File: src/rtl/fmap_stream_source_pkg.sv
// fmap_stream_source_pkg: shared FSM encodings and source pipeline latency
package fmap_stream_source_pkg;
  localparam logic [1:0] IDLE  = 2'd0;
  localparam logic [1:0] ISSUE = 2'd1;
  localparam logic [1:0] DRAIN = 2'd2;
  localparam int SRC_LATENCY = 2;
endpackage

File: src/rtl/fmap_stream_source_if.sv
// fmap_stream_source_if: control, memory-read and pixel-stream signals of the feature-map source
interface fmap_stream_source_if #(
  parameter int DATA_WIDTH = 16,
  parameter int ADDR_WIDTH = 10
);
  logic start;
  logic pause;
  logic mem_en;
  logic [ADDR_WIDTH-1:0] mem_addr;
  logic [DATA_WIDTH-1:0] mem_data;
  logic [DATA_WIDTH-1:0] data_out;
  logic data_valid_out;
  logic busy;
  logic done;
  modport master (
    input start, pause, mem_data,
    output mem_en, mem_addr, data_out, data_valid_out, busy, done
  );
  modport slave (
    output start, pause, mem_data,
    input mem_en, mem_addr, data_out, data_valid_out, busy, done
  );
endinterface

File: src/rtl/fmap_stream_source_pixel_pos_counter.sv
// pixel_pos_counter: row-major col/row walker over a WxH grid; border flag when ZERO_PAD_EN is defined
module pixel_pos_counter #(
  parameter int W  = 4,
  parameter int H  = 3,
  parameter int CW = $clog2(W + 1),
  parameter int RW = $clog2(H + 1)
) (
  input  logic clk,
  input  logic rst,
  input  logic advance,
  input  logic clear,
  output logic [CW-1:0] col,
  output logic [RW-1:0] row,
`ifdef ZERO_PAD_EN
  output logic border,
`endif
  output logic last
);
  logic col_end;
  assign col_end = col == CW'(W - 1);
  assign last = col_end && row == RW'(H - 1);
`ifdef ZERO_PAD_EN
  assign border = col == '0 || col_end || row == '0 || row == RW'(H - 1);
`endif
  // step one position per advance; col wraps into row, final position wraps to origin
  always_ff @(posedge clk or posedge rst) begin
    if (rst) begin
      col <= '0;
      row <= '0;
    end else if (clear) begin
      col <= '0;
      row <= '0;
    end else if (advance) begin
      col <= col_end ? '0 : col + 1'b1;
      row <= !col_end ? row : last ? '0 : row + 1'b1;
    end
  end
endmodule

File: src/rtl/fmap_stream_source.sv
// fmap_stream_source: streams a stored feature map row-major from sync RAM (optional zero border via ZERO_PAD_EN)
module fmap_stream_source
  import fmap_stream_source_pkg::*;
#(
  parameter int DATA_WIDTH = 16,
  parameter int IMG_WIDTH  = 28,
  parameter int IMG_HEIGHT = 28,
  parameter int ADDR_WIDTH = 10
) (
  input logic CLK,
  input logic RST,
  fmap_stream_source_if.master bus
);
`ifdef ZERO_PAD_EN
  localparam int GW = IMG_WIDTH + 2;
  localparam int GH = IMG_HEIGHT + 2;
`else
  localparam int GW = IMG_WIDTH;
  localparam int GH = IMG_HEIGHT;
`endif
  localparam int CW = $clog2(GW + 1);
  localparam int RW = $clog2(GH + 1);
  logic [1:0] state;
  logic issue, last, start_acc, v1, l1;
  logic [CW-1:0] col_unused;
  logic [RW-1:0] row_unused;
  logic [DATA_WIDTH-1:0] pix;
  assign start_acc = state == IDLE && bus.start;
  assign issue = state == ISSUE && !bus.pause;
  assign bus.busy = state != IDLE;
`ifdef ZERO_PAD_EN
  logic border, pad1;
  assign bus.mem_en = issue && !border;
  assign pix = pad1 ? '0 : bus.mem_data;
`else
  assign bus.mem_en = issue;
  assign pix = bus.mem_data;
`endif
  pixel_pos_counter #(.W(GW), .H(GH), .CW(CW), .RW(RW)) u_pos (
    .clk(CLK),
    .rst(RST),
    .advance(issue),
    .clear(start_acc),
    .col(col_unused),
    .row(row_unused),
`ifdef ZERO_PAD_EN
    .border(border),
`endif
    .last(last)
  );
  // frame control: IDLE -> ISSUE on start, -> DRAIN after final issue, -> IDLE after done
  always_ff @(posedge CLK or posedge RST) begin
    if (RST) state <= IDLE;
    else state <= state == IDLE  ? (bus.start ? ISSUE : IDLE) :
                  state == ISSUE ? (issue && last ? DRAIN : ISSUE) :
                  state == DRAIN ? (bus.done ? IDLE : DRAIN) : IDLE;
  end
  // linear read address, held on the final position so it stays put while draining
  always_ff @(posedge CLK or posedge RST) begin
    if (RST) bus.mem_addr <= '0;
    else if (start_acc) bus.mem_addr <= '0;
    else if (bus.mem_en && !last) bus.mem_addr <= bus.mem_addr + 1'b1;
  end
  // two-stage token pipeline: stage 1 aligns with RAM data, stage 2 registers the pixel
  always_ff @(posedge CLK or posedge RST) begin
    if (RST) begin
      v1 <= 1'b0;
      l1 <= 1'b0;
      bus.data_out <= '0;
      bus.data_valid_out <= 1'b0;
      bus.done <= 1'b0;
    end else begin
      v1 <= issue;
      l1 <= issue && last;
      bus.data_valid_out <= v1;
      bus.done <= l1;
      if (v1) bus.data_out <= pix;
    end
  end
`ifdef ZERO_PAD_EN
  // border tokens carry a pad flag alongside the valid bit
  always_ff @(posedge CLK or posedge RST) begin
    if (RST) pad1 <= 1'b0;
    else pad1 <= issue && border;
  end
`endif
endmodule

File: src/flat_wrapper.sv
// flat-port wrapper written by rule: the top's interface ports become plain ports
module fmap_stream_source_flat import fmap_stream_source_pkg::*;
#(
  parameter int DATA_WIDTH = 16,
  parameter int IMG_WIDTH  = 28,
  parameter int IMG_HEIGHT = 28,
  parameter int ADDR_WIDTH = 10
)
  (CLK, RST, bus_start, bus_pause, bus_mem_data, bus_mem_en, bus_mem_addr, bus_data_out, bus_data_valid_out, bus_busy, bus_done);
  fmap_stream_source_if #(.DATA_WIDTH(DATA_WIDTH), .ADDR_WIDTH(ADDR_WIDTH)) bus_i ();
  input logic CLK;
  input logic RST;
  input wire logic [$bits(bus_i.start)-1:0] bus_start;
  input wire logic [$bits(bus_i.pause)-1:0] bus_pause;
  input wire logic [$bits(bus_i.mem_data)-1:0] bus_mem_data;
  output wire logic [$bits(bus_i.mem_en)-1:0] bus_mem_en;
  output wire logic [$bits(bus_i.mem_addr)-1:0] bus_mem_addr;
  output wire logic [$bits(bus_i.data_out)-1:0] bus_data_out;
  output wire logic [$bits(bus_i.data_valid_out)-1:0] bus_data_valid_out;
  output wire logic [$bits(bus_i.busy)-1:0] bus_busy;
  output wire logic [$bits(bus_i.done)-1:0] bus_done;
  assign bus_i.start = bus_start;
  assign bus_i.pause = bus_pause;
  assign bus_i.mem_data = bus_mem_data;
  assign bus_mem_en = bus_i.mem_en;
  assign bus_mem_addr = bus_i.mem_addr;
  assign bus_data_out = bus_i.data_out;
  assign bus_data_valid_out = bus_i.data_valid_out;
  assign bus_busy = bus_i.busy;
  assign bus_done = bus_i.done;
  fmap_stream_source #(.DATA_WIDTH(DATA_WIDTH), .IMG_WIDTH(IMG_WIDTH), .IMG_HEIGHT(IMG_HEIGHT), .ADDR_WIDTH(ADDR_WIDTH)) u_core (.CLK(CLK), .RST(RST), .bus(bus_i));
endmodule
File: config.mk
export PLATFORM = sky130hd
export DESIGN_NAME = fmap_stream_source_flat
export DESIGN_NICKNAME = d
export VERILOG_FILES = /design/src/rtl/fmap_stream_source_pkg.sv /design/src/rtl/fmap_stream_source_if.sv /design/src/rtl/fmap_stream_source_pixel_pos_counter.sv /design/src/rtl/fmap_stream_source.sv /design/src/flat_wrapper.sv
export SDC_FILE = /design/constraint.sdc
export NUM_CORES = 1
export LEC_CHECK = 0
export ABC_AREA = 1
export BUFFER_PORTS_ARGS = -buffer_cell sky130_fd_sc_hd__buf_4
export CAP_MARGIN = 25
export CORE_ASPECT_RATIO = 1.2
export CORE_MARGIN = 2
export CORE_UTILIZATION = 47
export DETAILED_ROUTE_END_ITERATION = 7
export PLACE_DENSITY = 0.74
export SETUP_SLACK_MARGIN = 0.15
export SYNTH_ARGS = -nofsm -noshare
export SYNTH_HDL_FRONTEND = slang
export SYNTH_SLANG_ARGS = --single-unit
export TNS_END_PERCENT = 50
File: constraint.sdc
create_clock -name CLK -period 1.2 [get_ports CLK]
set_input_delay 0.06 -clock CLK [delete_from_list [all_inputs] [get_ports CLK]]
set_output_delay 0.06 -clock CLK [all_outputs]
set_load 0.02 [all_outputs]
==> metrics.md <==
| Metric | Value |
|---|---|
| Worst setup slack after layout | `-129 ps` |
| Dominant cells by area after synthesis | `dfrtp_1 51%, nand2_1 11%, mux2_2 8.8%, nand3_1 4.9%, inv_1 3.3%` |
| Via-per-instance ratio | `4.84` |
| CTS Sinks | `42` |
| CTS Buf Count | `5` |
| Hold Crit Endpoint | `u_core.bus.data_out[6]$_DFFE_PP0P_` |
| Die span in x | `64.2 um` |
| Startpoint class of the critical path | `register` |
| Max cap viols | `0` |
| Hold Crit Class | `input pin to register` |
| Crit Path Max Fanout | `6` |
| Largest net degree at the start of global routing | `43` |
| Layout Nets | `337` |
| Fin util | `72.0%` |
| Post-synth cell types | `26` |
| CORE AREA | `4230 um^2` |
| Final period utilization | `111%` |
| Max-slew violation count | `0` |
| Starting Density | `48.4%` |
| WL per Instance | `12.7 um` |
| Final setup fails | `21` |
| CP Capture Type | `register` |
| Die height | `76.3 um` |
| Routability cong. | `0.820` |
| CTS tree | `built` |
| Violated checks | `negative setup slack` |
| Worst R2R End | `u_core.bus.mem_addr[8]$_DFFE_PP0P_` |
| Number of flops mapped to enable cells by yosys | `0` |
| Hold depth | `2` |
| Area after DPL | `2690 um^2` |
| Peak Freq | `0.752 GHz` |
| Final ANT Viol Nets | `0` |
| Initial DRC Count | `46` |
| Reg-to-reg setup timing slack | `-130 ps` |
| Area leader, netlist | `dfrtp_1` |
| Synth-to-Final Area Change | `48.7%` |
| Max_slew headroom | `83.7%` |
| Primary FF master, synth | `dfrtp_1` |
| Setup Crit Path Kind | `register to register` |
| Hold path startpoint | `bus_mem_data[6]` |
| Maximum VDD drop | `997 uV` |
| Share of cells above drive strength 1 | `45.5%` |
| Via count | `1,789` |
| Clk_lat worst skew | `290 ps` |
| Worst EP arrival | `1550 ps` |
| Share of the synthesized area in the top cell type | `51.4%` |
| Number of synthesized register bits | `42` |
| 1st-pass router iterations | `4` |
| Worst reg2reg path depth | `8` |
| FF-to-FF Start | `u_core.u_pos.col[0]$_DFFE_PP0P_` |
| Worst-Margin Slew | `245 ps` |
| Max Root-Sink Buffers | `2` |
| Buffers on Ports | `49` |
| Detail Placement HPWL | `3250 um` |
| Sequential share of the synthesized area | `51.4%` |
| Post-synth design cell area | `2050 um^2` |
| Total track usage | `20.2%` |
| Ys async rst share | `100%` |
| Routed WL | `4690 um` |
| PwrDens | `1450 nW/um^2` |
| Grt total ovfl | `0` |
| Hold Violations, Final | `0` |
| Min Tclk post-route | `1330 ps` |
| Rows | `26` |
| Syn_nets | `241` |
| Root Driver | `clkbuf_8` |
| H-tree depth | `2` |
| Drt drc | `0` |
| Ant diodes | `0` |
| Vias in the first global route | `1,742` |
| CP Data Required Time | `1420 ps` |
| Post-synthesis area per instance | `9.38 um^2` |
| First-pass GRT wire length | `7820 um` |
| Initial antenna violation count | `0` |
| Top Ports | `50` |
| Synth Instances | `218` |
| Leakage | `0.00152 uW` |
| Clock skew | `5.20 ps` |
| Design area | `3040 um^2` |
| Clock transition at path regs | `80 ps` |
| Total die area | `4900 um^2` |
| RSZ-0062 raised after global routing | `true` |
| Warnings from Yosys | `0` |
| Status | `complete, but fails checks` |
kinds of logic (layout without fill, tap and decap cells):
kind of cell | after synthesis | after routing | share of synthesized area (%)
adder cells (fa/ha/maj) | 3 | 3 | 1.84
buffers and inverters | 25 | 120 | 5.32
AO/OA/AOI/OAI | 15 | 15 | 3.98
flip-flops | 42 | 42 | 51.4
XOR/XNOR | 4 | 4 | 1.71
multiplexers | 16 | 16 | 8.81
AND/OR/NAND/NOR | 113 | 114 | 27.0
routing by layer:
metal / GRT usage (%) / routed length [um] / share of wire [%]
met1: 24.0 / 1890 / 40
met2: 35.6 / 2480 / 53
met3: 4.58 / 232 / 5.0
met4: 6.81 / 83 / 1.8
met5: 0 / 0 / 0
what timing repair did:
action                                 CTS  global route
pin swaps                                1             8
setup buffers                            5             2
hold buffers                            10             1
gates resized for setup                  7            23
gates cloned                             1             0
setup endpoints to repair               24            28
endpoints found under the hold margin   51             1
critical path: stages, from the launching register on:
cell	delay (ps)
dfrtp_1	370
ha_2	210
nand2_4	60
nor2_4	160
nand2_4	110
nand2_8	110
buf_12	110
nand3_2	60
o21ai_2	60
through the flow:
step | power, uW | instances | hold slack, ps | worst slack [ps] | TNS, ps
2_1_floorplan | 2700 | 218 | 212 | -22.8 | -147
3_3_place_gp | 3310 | 344 | 144 | -73.4 | -352
3_5_place_dp | 3360 | 344 | 145 | -170 | -1350
4_1_cts | 4320 | 367 | 0.537 | -81.4 | -676
5_1_grt | 4670 | 370 | 0.358 | -192 | -2850
6_report | 4410 | 370 | 3.38 | -129 | -1450
cell usage in the layout (no fill, tap or decap):
master	count
nand3_2	3
xor2_1	2
o22ai_1	1
nand2_1	48
buf_12	3
buf_6	9
buf_4	69
nor2_2	3
o21ai_2	3
o21bai_1	1
mux2_2	16
o21ai_0	2
o21ai_1	5
nor2_1	14
clkbuf_8	5
inv_1	18
nand2_2	12
dlygate4sd3_1	11
nand2_8	1
ha_2	2
inv_4	1
xnor2_1	2
nand3b_1	1
o21a_1	1
dfrtp_2	2
nor3_1	2
nor2_4	3
clkinv_2	2
nand3_4	2
nand2_4	5
inv_2	2
nand3_1	20
a21oi_1	2
ha_1	1
dfrtp_1	40
how the worst max path moves through the flow:
| stage | endpoint | start | slack [ps] |
|---|---|---|---|
| 4_1_cts | u_core.bus.mem_addr[2]$_DFFE_PP0P_ | u_core.u_pos.col[1]$_DFFE_PP0P_ | -80 |
| 6_report | u_core.bus.mem_addr[8]$_DFFE_PP0P_ | u_core.u_pos.col[0]$_DFFE_PP0P_ | -130 |
| 5_1_grt | u_core.bus.mem_addr[7]$_DFFE_PP0P_ | u_core.u_pos.col[0]$_DFFE_PP0P_ | -190 |
| 3_5_place_dp | u_core.bus.mem_addr[3]$_DFFE_PP0P_ | u_core.u_pos.col[0]$_DFFE_PP0P_ | -170 |
| 3_3_place_gp | u_core.bus.mem_addr[2]$_DFFE_PP0P_ | u_core.u_pos.col[0]$_DFFE_PP0P_ | -70 |
| 2_1_floorplan | u_core.bus.mem_addr[7]$_DFFE_PP0P_ | u_core.u_pos.col[0]$_DFFE_PP0P_ | -20 |
state kept, by name, indices dropped and copies added, names as in the netlist:
register                   cells
u_core.u_pos.row               5
u_core.bus.done                1
u_core.bus.data_out           16
u_core.l1                      1
u_core.state                   2
u_core.bus.data_valid_out      1
u_core.bus.mem_addr           10
u_core.v1                      1
u_core.u_pos.col               5
power by group:
part           internal (uW)  switching (uW)
clock network            391             483
logic                    813             836
registers               1670             215
total                   2880            1530
cell type report:
class,count,area (um^2)
clock inverters,2,10.0
multi-input cells,152,970
repair buffers,92,790
well taps,56,70.1
inverters,21,81.3
flip-flops and latches,42,1050
clock buffers,5,68.8
fillers,340,1190
cell usage after synthesis (2+ instances only):
| master | count |
|---|---|
| nand2_1 | 58 |
| dfrtp_1 | 42 |
| nand3_1 | 20 |
| inv_1 | 18 |
| nor2_1 | 17 |
| mux2_2 | 16 |
| o21ai_0 | 5 |
| o21ai_1 | 5 |
| nand2_2 | 4 |
| buf_2 | 3 |
| ha_1 | 3 |
| inv_2 | 3 |
| nand2_4 | 3 |
| nand3_2 | 3 |
| a21oi_1 | 2 |
| nand3_4 | 2 |
| nor2_4 | 2 |
| nor3_1 | 2 |
| xnor2_1 | 2 |
| xor2_1 | 2 |
No activity file was read; power rests on OpenSTA's default activity.
